`src/rtl/trap_sequencer_pkg.sv`:
```
// Purpose: shared types and constants for the M-mode trap/return sequencer.
// Latency: n/a (types, constants, pure functions only).
// Backpressure: n/a.
package trap_sequencer_pkg;

  localparam int MXLEN = 32;

  // CSR address type and the machine-mode CSRs this block touches.
  typedef logic [11:0] csr_address_t;
  localparam csr_address_t CSR_MSTATUS = 12'h300;
  localparam csr_address_t CSR_MIE     = 12'h304;
  localparam csr_address_t CSR_MTVEC   = 12'h305;
  localparam csr_address_t CSR_MEPC    = 12'h341;
  localparam csr_address_t CSR_MCAUSE  = 12'h342;
  localparam csr_address_t CSR_MTVAL   = 12'h343;
  localparam csr_address_t CSR_MIP     = 12'h344;

  typedef enum logic [1:0] {
    NONE       = 2'd0,
    WRITE_ONLY = 2'd1
  } csr_command_t;

  typedef enum logic [2:0] {
    IDLE,
    WR_MEPC,
    WR_MCAUSE,
    WR_MTVAL,
    WR_MSTATUS,
    REDIRECT
  } trap_state_t;

  localparam int MSTATUS_MIE_BIT  = 3;
  localparam int MSTATUS_MPIE_BIT = 7;
  localparam int MSTATUS_MPP_LSB  = 11;

  localparam logic [MXLEN-2:0] IRQ_MEI = (MXLEN-1)'(11);
  localparam logic [MXLEN-2:0] IRQ_MSI = (MXLEN-1)'(3);
  localparam logic [MXLEN-2:0] IRQ_MTI = (MXLEN-1)'(7);

  localparam logic [1:0] MTVEC_MODE_VECTORED = 2'b01;

  // mstatus on trap entry: stack MIE into MPIE, disable, previous mode = M.
  function automatic logic [MXLEN-1:0] trap_mstatus(input logic [MXLEN-1:0] m);
    logic [MXLEN-1:0] s;
    s = m;
    s[MSTATUS_MPIE_BIT]       = m[MSTATUS_MIE_BIT];
    s[MSTATUS_MIE_BIT]        = 1'b0;
    s[MSTATUS_MPP_LSB +: 2]   = 2'b11;
    return s;
  endfunction

  // mstatus on MRET: restore MIE from MPIE, set MPIE, MPP stays M (M-only core).
  function automatic logic [MXLEN-1:0] mret_mstatus(input logic [MXLEN-1:0] m);
    logic [MXLEN-1:0] s;
    s = m;
    s[MSTATUS_MIE_BIT]        = m[MSTATUS_MPIE_BIT];
    s[MSTATUS_MPIE_BIT]       = 1'b1;
    s[MSTATUS_MPP_LSB +: 2]   = 2'b11;
    return s;
  endfunction

endpackage

```
`src/rtl/trap_sequencer_if.sv`:
```
// Purpose: core/CSR-side bundle of the trap sequencer (requests, live CSRs, CSR write port, redirect).
// Latency: n/a (wiring only).
// Backpressure: requests are held by the core until trap_ack_o; busy_o stalls issue.
interface trap_sequencer_if;
  import trap_sequencer_pkg::*;

  logic                 exception_valid_i;
  logic [MXLEN-2:0]     exception_cause_i;
  logic [MXLEN-1:0]     exception_pc_i;
  logic [MXLEN-1:0]     exception_tval_i;
  logic                 mret_i;
  logic [MXLEN-1:0]     interrupt_pc_i;
  logic [MXLEN-1:0]     csr_mstatus_i;
  logic [MXLEN-1:0]     csr_mie_i;
  logic [MXLEN-1:0]     csr_mip_i;
  logic [MXLEN-1:0]     csr_mtvec_i;
  logic [MXLEN-1:0]     csr_mepc_i;
  csr_address_t         csr_address_o;
  csr_command_t         csr_command_o;
  logic [MXLEN-1:0]     csr_write_data_o;
  logic                 trap_ack_o;
  logic                 busy_o;
  logic                 redirect_valid_o;
  logic [MXLEN-1:0]     redirect_pc_o;

  // Core / CSR file side.
  modport master (
    output exception_valid_i, exception_cause_i, exception_pc_i, exception_tval_i,
           mret_i, interrupt_pc_i, csr_mstatus_i, csr_mie_i, csr_mip_i,
           csr_mtvec_i, csr_mepc_i,
    input  csr_address_o, csr_command_o, csr_write_data_o, trap_ack_o, busy_o,
           redirect_valid_o, redirect_pc_o
  );

  // Sequencer side.
  modport slave (
    input  exception_valid_i, exception_cause_i, exception_pc_i, exception_tval_i,
           mret_i, interrupt_pc_i, csr_mstatus_i, csr_mie_i, csr_mip_i,
           csr_mtvec_i, csr_mepc_i,
    output csr_address_o, csr_command_o, csr_write_data_o, trap_ack_o, busy_o,
           redirect_valid_o, redirect_pc_o
  );
endinterface

```
`src/rtl/trap_sequencer_irq_priority_encoder.sv`:
```
// Purpose: picks the highest-priority enabled machine interrupt (MEI > MSI > MTI).
// Latency: combinational.
// Backpressure: none; interrupts stay pending in mip until serviced.
// Ports: i_pending = mie & mip, i_mie = mstatus.MIE; o_valid/o_cause = winner.
module trap_sequencer_irq_priority_encoder
  import trap_sequencer_pkg::*;
(
  input  logic [MXLEN-1:0] i_pending,
  input  logic             i_mie,
  output logic             o_valid,
  output logic [MXLEN-2:0] o_cause
);

  // Only the three machine interrupt lines matter; the rest are ignored.
  logic w_unused_pending;
  assign w_unused_pending = ^i_pending;

  always_comb begin
    o_valid = 1'b0;
    o_cause = '0;
    if (i_mie) begin
      if (i_pending[11]) begin
        o_valid = 1'b1;
        o_cause = IRQ_MEI;
      end else if (i_pending[3]) begin
        o_valid = 1'b1;
        o_cause = IRQ_MSI;
      end else if (i_pending[7]) begin
        o_valid = 1'b1;
        o_cause = IRQ_MTI;
      end
    end
  end

endmodule

```
`src/rtl/trap_sequencer.sv`:
```
// Purpose: M-mode trap/MRET sequencer: writes mepc/mcause/mtval/mstatus then redirects the core.
// Latency: ack at cycle 0, redirect at cycle 5 (trap) or cycle 2 (MRET).
// Backpressure: requests held until trap_ack_o; busy_o stalls the core, inputs ignored while busy.
// Ports: clock_i, reset_ni (async active-low), bus (trap_sequencer_if.slave).
module trap_sequencer
  import trap_sequencer_pkg::*;
#(
  parameter logic [MXLEN-1:0] RESET_VECTOR = 32'h0000_0000
) (
  input  logic                   clock_i,
  input  logic                   reset_ni,
  trap_sequencer_if.slave        bus
);

  trap_state_t       r_state, w_next_state;
  logic [MXLEN-1:0]  r_pc, r_tval, r_mstatus, r_mepc, r_redirect_pc;
  logic [MXLEN-2:0]  r_cause;
  logic              r_irq, r_mret;

  logic              w_irq_valid;
  logic [MXLEN-2:0]  w_irq_cause;
  logic              w_ack;
  csr_command_t      w_csr_command;
  csr_address_t      w_csr_address;
  logic [MXLEN-1:0]  w_csr_data;
  logic [MXLEN-1:0]  w_base, w_trap_target, w_target;

  trap_sequencer_irq_priority_encoder u_irq_enc (
    .i_pending (bus.csr_mie_i & bus.csr_mip_i),
    .i_mie     (bus.csr_mstatus_i[MSTATUS_MIE_BIT]),
    .o_valid   (w_irq_valid),
    .o_cause   (w_irq_cause)
  );

  // mtvec is read live in the REDIRECT cycle; vectoring applies to interrupts only,
  // and reserved modes fall back to direct.
  assign w_base        = {bus.csr_mtvec_i[MXLEN-1:2], 2'b00};
  assign w_trap_target = (r_irq && bus.csr_mtvec_i[1:0] == MTVEC_MODE_VECTORED)
                         ? w_base + {r_cause[MXLEN-3:0], 2'b00} : w_base;
  assign w_target      = r_mret ? r_mepc : w_trap_target;

  always_comb begin
    w_next_state  = r_state;
    w_ack         = 1'b0;
    w_csr_command = NONE;
    w_csr_address = '0;
    w_csr_data    = '0;
    case (r_state)
      IDLE: begin
        // Gate with reset so the ack pulse is 0 throughout reset even if a request is held.
        if (reset_ni && (bus.exception_valid_i || bus.mret_i || w_irq_valid)) begin
          w_ack        = 1'b1;
          w_next_state = (!bus.exception_valid_i && bus.mret_i) ? WR_MSTATUS : WR_MEPC;
        end
      end
      WR_MEPC: begin
        w_csr_command = WRITE_ONLY;
        w_csr_address = CSR_MEPC;
        w_csr_data    = {r_pc[MXLEN-1:2], 2'b00};
        w_next_state  = WR_MCAUSE;
      end
      WR_MCAUSE: begin
        w_csr_command = WRITE_ONLY;
        w_csr_address = CSR_MCAUSE;
        w_csr_data    = {r_irq, r_cause};
        w_next_state  = WR_MTVAL;
      end
      WR_MTVAL: begin
        w_csr_command = WRITE_ONLY;
        w_csr_address = CSR_MTVAL;
        w_csr_data    = r_tval;
        w_next_state  = WR_MSTATUS;
      end
      WR_MSTATUS: begin
        w_csr_command = WRITE_ONLY;
        w_csr_address = CSR_MSTATUS;
        w_csr_data    = r_mret ? mret_mstatus(r_mstatus) : trap_mstatus(r_mstatus);
        w_next_state  = REDIRECT;
      end
      REDIRECT: w_next_state = IDLE;
      default:  w_next_state = IDLE;
    endcase
  end

  always_ff @(posedge clock_i or negedge reset_ni) begin
    if (!reset_ni) begin
      r_state       <= IDLE;
      r_pc          <= '0;
      r_cause       <= '0;
      r_tval        <= '0;
      r_irq         <= 1'b0;
      r_mret        <= 1'b0;
      r_mstatus     <= '0;
      r_mepc        <= '0;
      r_redirect_pc <= RESET_VECTOR;
    end else begin
      r_state <= w_next_state;
      if (w_ack) begin
        r_mstatus <= bus.csr_mstatus_i;
        r_mepc    <= bus.csr_mepc_i;
        if (bus.exception_valid_i) begin
          r_pc    <= bus.exception_pc_i;
          r_cause <= bus.exception_cause_i;
          r_tval  <= bus.exception_tval_i;
          r_irq   <= 1'b0;
          r_mret  <= 1'b0;
        end else if (bus.mret_i) begin
          r_irq   <= 1'b0;
          r_mret  <= 1'b1;
        end else begin
          r_pc    <= bus.interrupt_pc_i;
          r_cause <= w_irq_cause;
          r_tval  <= '0;
          r_irq   <= 1'b1;
          r_mret  <= 1'b0;
        end
      end
      if (r_state == REDIRECT) r_redirect_pc <= w_target;
    end
  end

  assign bus.csr_command_o    = w_csr_command;
  assign bus.csr_address_o    = w_csr_address;
  assign bus.csr_write_data_o = w_csr_data;
  assign bus.trap_ack_o       = w_ack;
  assign bus.busy_o           = (r_state != IDLE);
  assign bus.redirect_valid_o = (r_state == REDIRECT);
  // The target is live during REDIRECT and held in r_redirect_pc afterwards.
  assign bus.redirect_pc_o    = (r_state == REDIRECT) ? w_target : r_redirect_pc;

endmodule

```
`src/flat_wrapper.sv`:
```
// flat-port wrapper written by rule: the top's interface ports become plain ports
module trap_sequencer_flat import trap_sequencer_pkg::*;
#(
  parameter logic [MXLEN-1:0] RESET_VECTOR = 32'h0000_0000
)
  (clock_i, reset_ni, bus_exception_valid_i, bus_exception_cause_i, bus_exception_pc_i, bus_exception_tval_i, bus_mret_i, bus_interrupt_pc_i, bus_csr_mstatus_i, bus_csr_mie_i, bus_csr_mip_i, bus_csr_mtvec_i, bus_csr_mepc_i, bus_csr_address_o, bus_csr_command_o, bus_csr_write_data_o, bus_trap_ack_o, bus_busy_o, bus_redirect_valid_o, bus_redirect_pc_o);
  trap_sequencer_if bus_i ();
  input  logic clock_i;
  input  logic reset_ni;
  input wire logic [$bits(bus_i.exception_valid_i)-1:0] bus_exception_valid_i;
  input wire logic [$bits(bus_i.exception_cause_i)-1:0] bus_exception_cause_i;
  input wire logic [$bits(bus_i.exception_pc_i)-1:0] bus_exception_pc_i;
  input wire logic [$bits(bus_i.exception_tval_i)-1:0] bus_exception_tval_i;
  input wire logic [$bits(bus_i.mret_i)-1:0] bus_mret_i;
  input wire logic [$bits(bus_i.interrupt_pc_i)-1:0] bus_interrupt_pc_i;
  input wire logic [$bits(bus_i.csr_mstatus_i)-1:0] bus_csr_mstatus_i;
  input wire logic [$bits(bus_i.csr_mie_i)-1:0] bus_csr_mie_i;
  input wire logic [$bits(bus_i.csr_mip_i)-1:0] bus_csr_mip_i;
  input wire logic [$bits(bus_i.csr_mtvec_i)-1:0] bus_csr_mtvec_i;
  input wire logic [$bits(bus_i.csr_mepc_i)-1:0] bus_csr_mepc_i;
  output wire logic [$bits(bus_i.csr_address_o)-1:0] bus_csr_address_o;
  output wire logic [$bits(bus_i.csr_command_o)-1:0] bus_csr_command_o;
  output wire logic [$bits(bus_i.csr_write_data_o)-1:0] bus_csr_write_data_o;
  output wire logic [$bits(bus_i.trap_ack_o)-1:0] bus_trap_ack_o;
  output wire logic [$bits(bus_i.busy_o)-1:0] bus_busy_o;
  output wire logic [$bits(bus_i.redirect_valid_o)-1:0] bus_redirect_valid_o;
  output wire logic [$bits(bus_i.redirect_pc_o)-1:0] bus_redirect_pc_o;
  assign bus_i.exception_valid_i = bus_exception_valid_i;
  assign bus_i.exception_cause_i = bus_exception_cause_i;
  assign bus_i.exception_pc_i = bus_exception_pc_i;
  assign bus_i.exception_tval_i = bus_exception_tval_i;
  assign bus_i.mret_i = bus_mret_i;
  assign bus_i.interrupt_pc_i = bus_interrupt_pc_i;
  assign bus_i.csr_mstatus_i = bus_csr_mstatus_i;
  assign bus_i.csr_mie_i = bus_csr_mie_i;
  assign bus_i.csr_mip_i = bus_csr_mip_i;
  assign bus_i.csr_mtvec_i = bus_csr_mtvec_i;
  assign bus_i.csr_mepc_i = bus_csr_mepc_i;
  assign bus_csr_address_o = bus_i.csr_address_o;
  assign bus_csr_command_o = bus_i.csr_command_o;
  assign bus_csr_write_data_o = bus_i.csr_write_data_o;
  assign bus_trap_ack_o = bus_i.trap_ack_o;
  assign bus_busy_o = bus_i.busy_o;
  assign bus_redirect_valid_o = bus_i.redirect_valid_o;
  assign bus_redirect_pc_o = bus_i.redirect_pc_o;
  trap_sequencer #(.RESET_VECTOR(RESET_VECTOR)) u_core (.clock_i(clock_i), .reset_ni(reset_ni), .bus(bus_i));
endmodule
```
`config.mk`:
```
export PLATFORM = sky130hd
export DESIGN_NAME = trap_sequencer_flat
export DESIGN_NICKNAME = d
export VERILOG_FILES = /design/src/rtl/trap_sequencer_pkg.sv /design/src/rtl/trap_sequencer_if.sv /design/src/rtl/trap_sequencer_irq_priority_encoder.sv /design/src/rtl/trap_sequencer.sv /design/src/flat_wrapper.sv
export SDC_FILE = /design/constraint.sdc
export NUM_CORES = 1
export LEC_CHECK = 0
export ABC_AREA = 1
export ABC_CLOCK_PERIOD_IN_PS = 6790
export CORE_UTILIZATION = 51
export DETAILED_ROUTE_END_ITERATION = 16
export PLACE_DENSITY = 0.84
export SLEW_MARGIN = 10
export SYNTH_ARGS = -nofsm -noshare
export SYNTH_HDL_FRONTEND = slang
export SYNTH_SLANG_ARGS = --single-unit
export TNS_END_PERCENT = 20
```
`constraint.sdc`:
```
create_clock -name clock_i -period 6.79 [get_ports clock_i]
set_clock_uncertainty 0.15 [all_clocks]
set_input_delay 1.0185 -clock clock_i [delete_from_list [all_inputs] [get_ports clock_i]]
set_output_delay 1.0185 -clock clock_i [all_outputs]
set_load 0.1 [all_outputs]
```
# == Word level (Yosys, flattened, before mapping) ==
# Index checks and enable logic that the tools add are counted.
# op_classes
add_sub_neg,1
mul,0
div_mod_pow,0
order_cmp,0
n_eq_ne,8
shifts,0
muxes,30
bitwise_logic,1
n_reduce_logical,10
# ops
op,n
$mux 32,7
$pmux 32 s4,1
$mux 31,2
$pmux 10 s4,1
$add 32x32->32,1
$pmux 3 s5,1
$and 12x12->12,1
$mux 3,4
$mux 1,11
$mux 4,2
$mux 8,1
$eq 3x2->1 const B,2
$eq 3x3->1 const B,2
$reduce_or 4->1,1
$eq 3x1->1 const B,1
$logic_and 1x1->1,3
$logic_not 3->1,1
$reduce_bool 3->1,1
$eq 2x1->1 const B,1
$logic_or 1x1->1,2
$ne 2x1->1 const B,1
$ne 2x2->1 const B,1
$reduce_and 2->1,1
$logic_not 1->1,1
# word_totals
register_bits,196
latchBits,0
ram_bits,0
romBits,0
input_bits,291
output_inout_bits,81
elab_cells,59
memories,0

# == Depth between registers and ports, before layout ==
# logic_depth
ltp_word,10
ltp_mapped,14

# == Modules after synthesis ==
# From an unflattened synthesis, not the netlist that was laid out.
# unflattened
hier_cells,1724
hier_area_um2,12015.3
# modules_own_cells
module,instances,cells_per_inst,area_per_inst_um2,seq_area_each_um2
trap_sequencer,1,1686,11756.3,4804.6
trap_sequencer_irq_priority_encoder,1,38,259.0,0.0

# == Least setup slack after synthesis ==
# OpenSTA, ideal clock, no wires.
# synth_timing
kind,in2out
start,in bus_csr_mtvec_i[2]
end,out bus_redirect_pc_o[12]
arrival_time_ns,4.372
required_time_ns,5.622
setup_slack_ns,1.249
stages,8
path_buffers,0
cell_sequence,ha_1 fa_1 nand3_1 nand3_1 xnor2_1 o21ai_0 inv_1 o21ai_0
# synth_via
elab_chain_cells,4
# synth_lines
element,line,text
from (decl),flat_wrapper.sv:19,input wire logic [$bits(bus_i.csr_mtvec_i)-1:0] bus_csr_mtvec_i;
$add 32x32->32,trap_sequencer.sv:39,"? w_base + {r_cause[MXLEN-3:0], 2'b00} : w_base;"
$mux 32,trap_sequencer.sv:39,
$mux 32,trap_sequencer.sv:40,assign w_target = r_mret ? r_mepc : w_trap_target;
$mux 32,trap_sequencer.sv:129,assign bus.redirect_pc_o = (r_state == REDIRECT) ? w_target : r_redirect_pc;
to (decl),flat_wrapper.sv:27,output wire logic [$bits(bus_i.redirect_pc_o)-1:0] bus_redirect_pc_o;
# Every way passes these cells.

# == Worst setup path after layout ==
# layout_timing
start,in bus_csr_mtvec_i[2]
end,out bus_redirect_pc_o[16]
# The elaborated chain is that of the path after synthesis.

==> impl_metrics.yaml <==
synthesis:
  synthXorXnorAreaFrac_pct: 1.087
  synth_top_family_by_area: "simple AND/OR/NAND/NOR gates"
  ys_ff_latch: 192
  ys.flop_type: "dfrtp_1"
  yosys-top-cells-count: "nand2_1, dfrtp_1, nor2_1"
  synth-compound-area-share_pct: 13.04
  synth-edff-count: 0
  syn_avg_cell_area_sq_um: 7.032
  ys_seq_area_share_pct: 42.60
  async_flop_share_pct: 100.0
  synthAdderAreaFrac_pct: 3.394
  syn_area_sq_mm: 0.01128
  synth_cell_types: 39
  syn_inst: 1604
  synth-simple-area-share_pct: 31.38
  synth.yosys.warnings: 0
  yosys.area.top_type: "dfrtp_1"
  yosysMostFrequentCell: "nand2_1"
  synth_area_leaders: "dfrtp_1, nand2_1, nor2_1"
  synth_top_area_share_pct: 42.60
  synthMuxAreaShare_pct: 0
worst_setup_path:
  path_class: "input port to output pin"
  worstRegToRegCells: 8
  crit_end: "bus_redirect_pc_o[16]"
  r2r-start: "u_core.r_state[1]"
  arrival_ps: 4430
  crit_start: "bus_csr_mtvec_i[2]"
  crit_path_max_fanout: 4
  slowest_delay_ps: 970
  cp.required_ps: 5620
  slowest_stage: "clkdlybuf4s50_1"
  crit_chain: "clkdlybuf4s50_1 > ha_1 > fa_1 > nand3_1 > nand3_1 > nand2_1 > nand2_1 > nand2_1 > nand2_1 > or2_2 > nand3_1 > nand2_1 > nand2_1 > nand2_1 > clkdlybuf4s50_1"
  setup.worst_path.end_class: "output pin"
  cpMostUsedCell: "nand2_1"
  r2r_slack_ps: 3960
  cp-start-kind: "input port"
  regToRegEndpoint: "u_core.r_pc[3]"
timing:
  worstMarginPinSlew_ps: 1149
  fmax_mhz: 178.6
  setup_viol: 0
  hold_viol_final: 0
  drv_slew: 0
  finalSetupTns_ps: 0
  rsz0062_at_grt: "false"
  period_share_pct: 82.47
  holdWs_ps: 324.4
  fin_crit_ps: 5600
  slew_headroom_pct: 22.94
run_status:
  status: "finished clean"
route:
  post-route-drc-count: 0
  drt-initial-drc-count: 798
  vias: 11660
  drt-vias-per-instance: 5.423
  wire_per_inst_um: 17.52
  drt-pass1-iter-count: 6
  ant_nets: 0
  drt_wl_total_um: 37680
cells_and_area:
  stdcell_area_sq_mm: 0.01491
  final_util_pct: 68.55
  nets: 2178
  syn_to_final_growth_pct: 32.22
  drive_gt1_share_pct: 4.225
grt:
  antenna_found_initial: 1
  grt_pass1_vias: 11200
  grt_pass1_wl_um: 58650
  overflow: 0
  grt_max_degree: 95
  track_usage_pct: 34.25
pwr:
  clkPwrFrac_pct: 12.5
  p_sw_uw: 4662
  vdd.ir_drop.worst_v: 0.0005959
  internal_power_uw: 3478
  pwr-share-comb_pct: 63.0
  pwr-share-seq_pct: 24.5
  swShare_pct: 57.27
  p_per_area_mw_per_mm2: 545.8
  p_leak_uw: 0.007246
floorplan:
  num_rows: 54
  io_pins: 372
  core-area_sq_mm: 0.02176
  die_area_sq_mm: 0.02272
  die_w_um: 150.7
  die_h_um: 150.7
  start_util_pct: 51.85
cts:
  htree_levels: 4
  cts_made_buffers: 17
  hold_buffers: 0
  ctsLongestPathBuffers: 2
  root_buffer: "clkbuf_16"
  clk_latency_ps: 450
  tritoncts: "yes"
  ctsResizeCount: 0
  clk_pin_slew_ps: 70
  post_cts_buffers: 0
  cts.sinks: 192
hold_path:
  hold_class: "register to register"
place:
  hpwl_um: 27900
  globalplace.congestion: 0.9561
  place.port_buffers: 299
  post_dp_cell_area_sq_mm: 0.01433
run:
  max_cap_viol_count: 0
==> sequential cells by signal, summed over array words and instances (netlist names) <==
register	count
u_core.r_irq	1
u_core.r_tval	32
u_core.r_mepc	32
u_core.r_pc	30
u_core.r_state	3
u_core.r_mstatus	30
u_core.r_redirect_pc	32
u_core.r_cause	31
u_core.r_mret	1
==> placed cells by master, fill, tap and decap left out, types with 3 or more instances in the layout <==
cell type	n
nand3b_1	3
buf_4	33
dfrtp_1	192
o2111ai_1	28
a2bb2oi_1	6
nand4_1	3
inv_8	5
ha_1	29
nand3_1	112
inv_1	138
o21ai_0	105
and2_1	3
nor2_2	4
nand2_1	608
clkinv_1	3
o211ai_1	6
xnor2_1	12
conb_1	8
clkdlybuf4s50_1	282
nor2_1	147
clkbuf_16	17
o21ai_1	9
o21bai_1	3
o21a_1	28
clkinvlp_4	3
a21oi_1	54
or2_2	4
==> worst min-delay path by stage <==
stage / startpoint / endpoint / slack (ps) / cells after the start
finish: u_core.r_mepc[31] / u_core.r_mepc[31] / 320 / 2
global route: u_core.r_mepc[26] / u_core.r_mepc[26] / 350 / 2
CTS: u_core.r_mstatus[0] / u_core.r_mstatus[0] / 330 / 2
detailed placement: u_core.r_mstatus[1] / u_core.r_mstatus[1] / 310 / 2
global placement: u_core.r_mstatus[3] / u_core.r_mstatus[3] / 300 / 2
floorplan: u_core.r_mepc[11] / u_core.r_mepc[11] / 290 / 2
==> per-layer routing <==
| layer | track usage [%] | up-vias | part of all wire, % |
|---|---|---|---|
| met1 | 43.45 | 5433 | 40 |
| met4 | 15.80 | 0 | 3.8 |
| met2 | 56.15 | 529 | 47 |
| met3 | 6.970 | 81 | 8.6 |
| li1 | - | 5621 | - |
| met5 | 0 | - | 0 |
==> critical path, delay by kind of cell <==
family / cells / cell delay (ps)
adders and majority gates: 2 / 760
buffers and inverters: 2 / 1410
and+or+nand+nor: 11 / 1230
==> kinds of logic after synthesis <==
| logic type | after synthesis |
|---|---|
| buf+inv | 232 |
| other cells | 1 |
| fa+ha+maj | 30 |
| compound gates | 246 |
| xor+xnor | 14 |
| flops | 192 |
| simple gates | 889 |
==> stage by stage <==
| step | instances | setup WS, ps | total power, uW |
|---|---|---|---|
| after floorplan | 1611 | 1249 | 5758 |
| after global placement | 2118 | 1213 | 7014 |
| after detailed placement | 2118 | 1203 | 7100 |
| after CTS | 2150 | 1188 | 8130 |
| after global routing | 2151 | 994.8 | 8586 |
| final | 2151 | 1190 | 8140 |
==> power groups by stage <==
stage	Combinational (uW)	Sequential, uW	Clock [uW]
after CTS	5120	1980	1020
final	5130	1990	1020
after global placement	5040	1980	0
after global routing	5470	2050	1070
after detailed placement	5100	2000	0
after floorplan	3880	1880	0
==> layout make-up <==
cell class / instances / area (sq um)
antenna: 1 / 2.502
clock buffer: 18 / 439.2
clock inverter: 14 / 142.6
fill: 1890 / 6842
inverter: 143 / 536.8
multi-input combinational: 1187 / 5554
sequential: 192 / 4805
tap: 280 / 350.3
timing repair buffer: 316 / 3084
(Power assumes the default switching activity.)
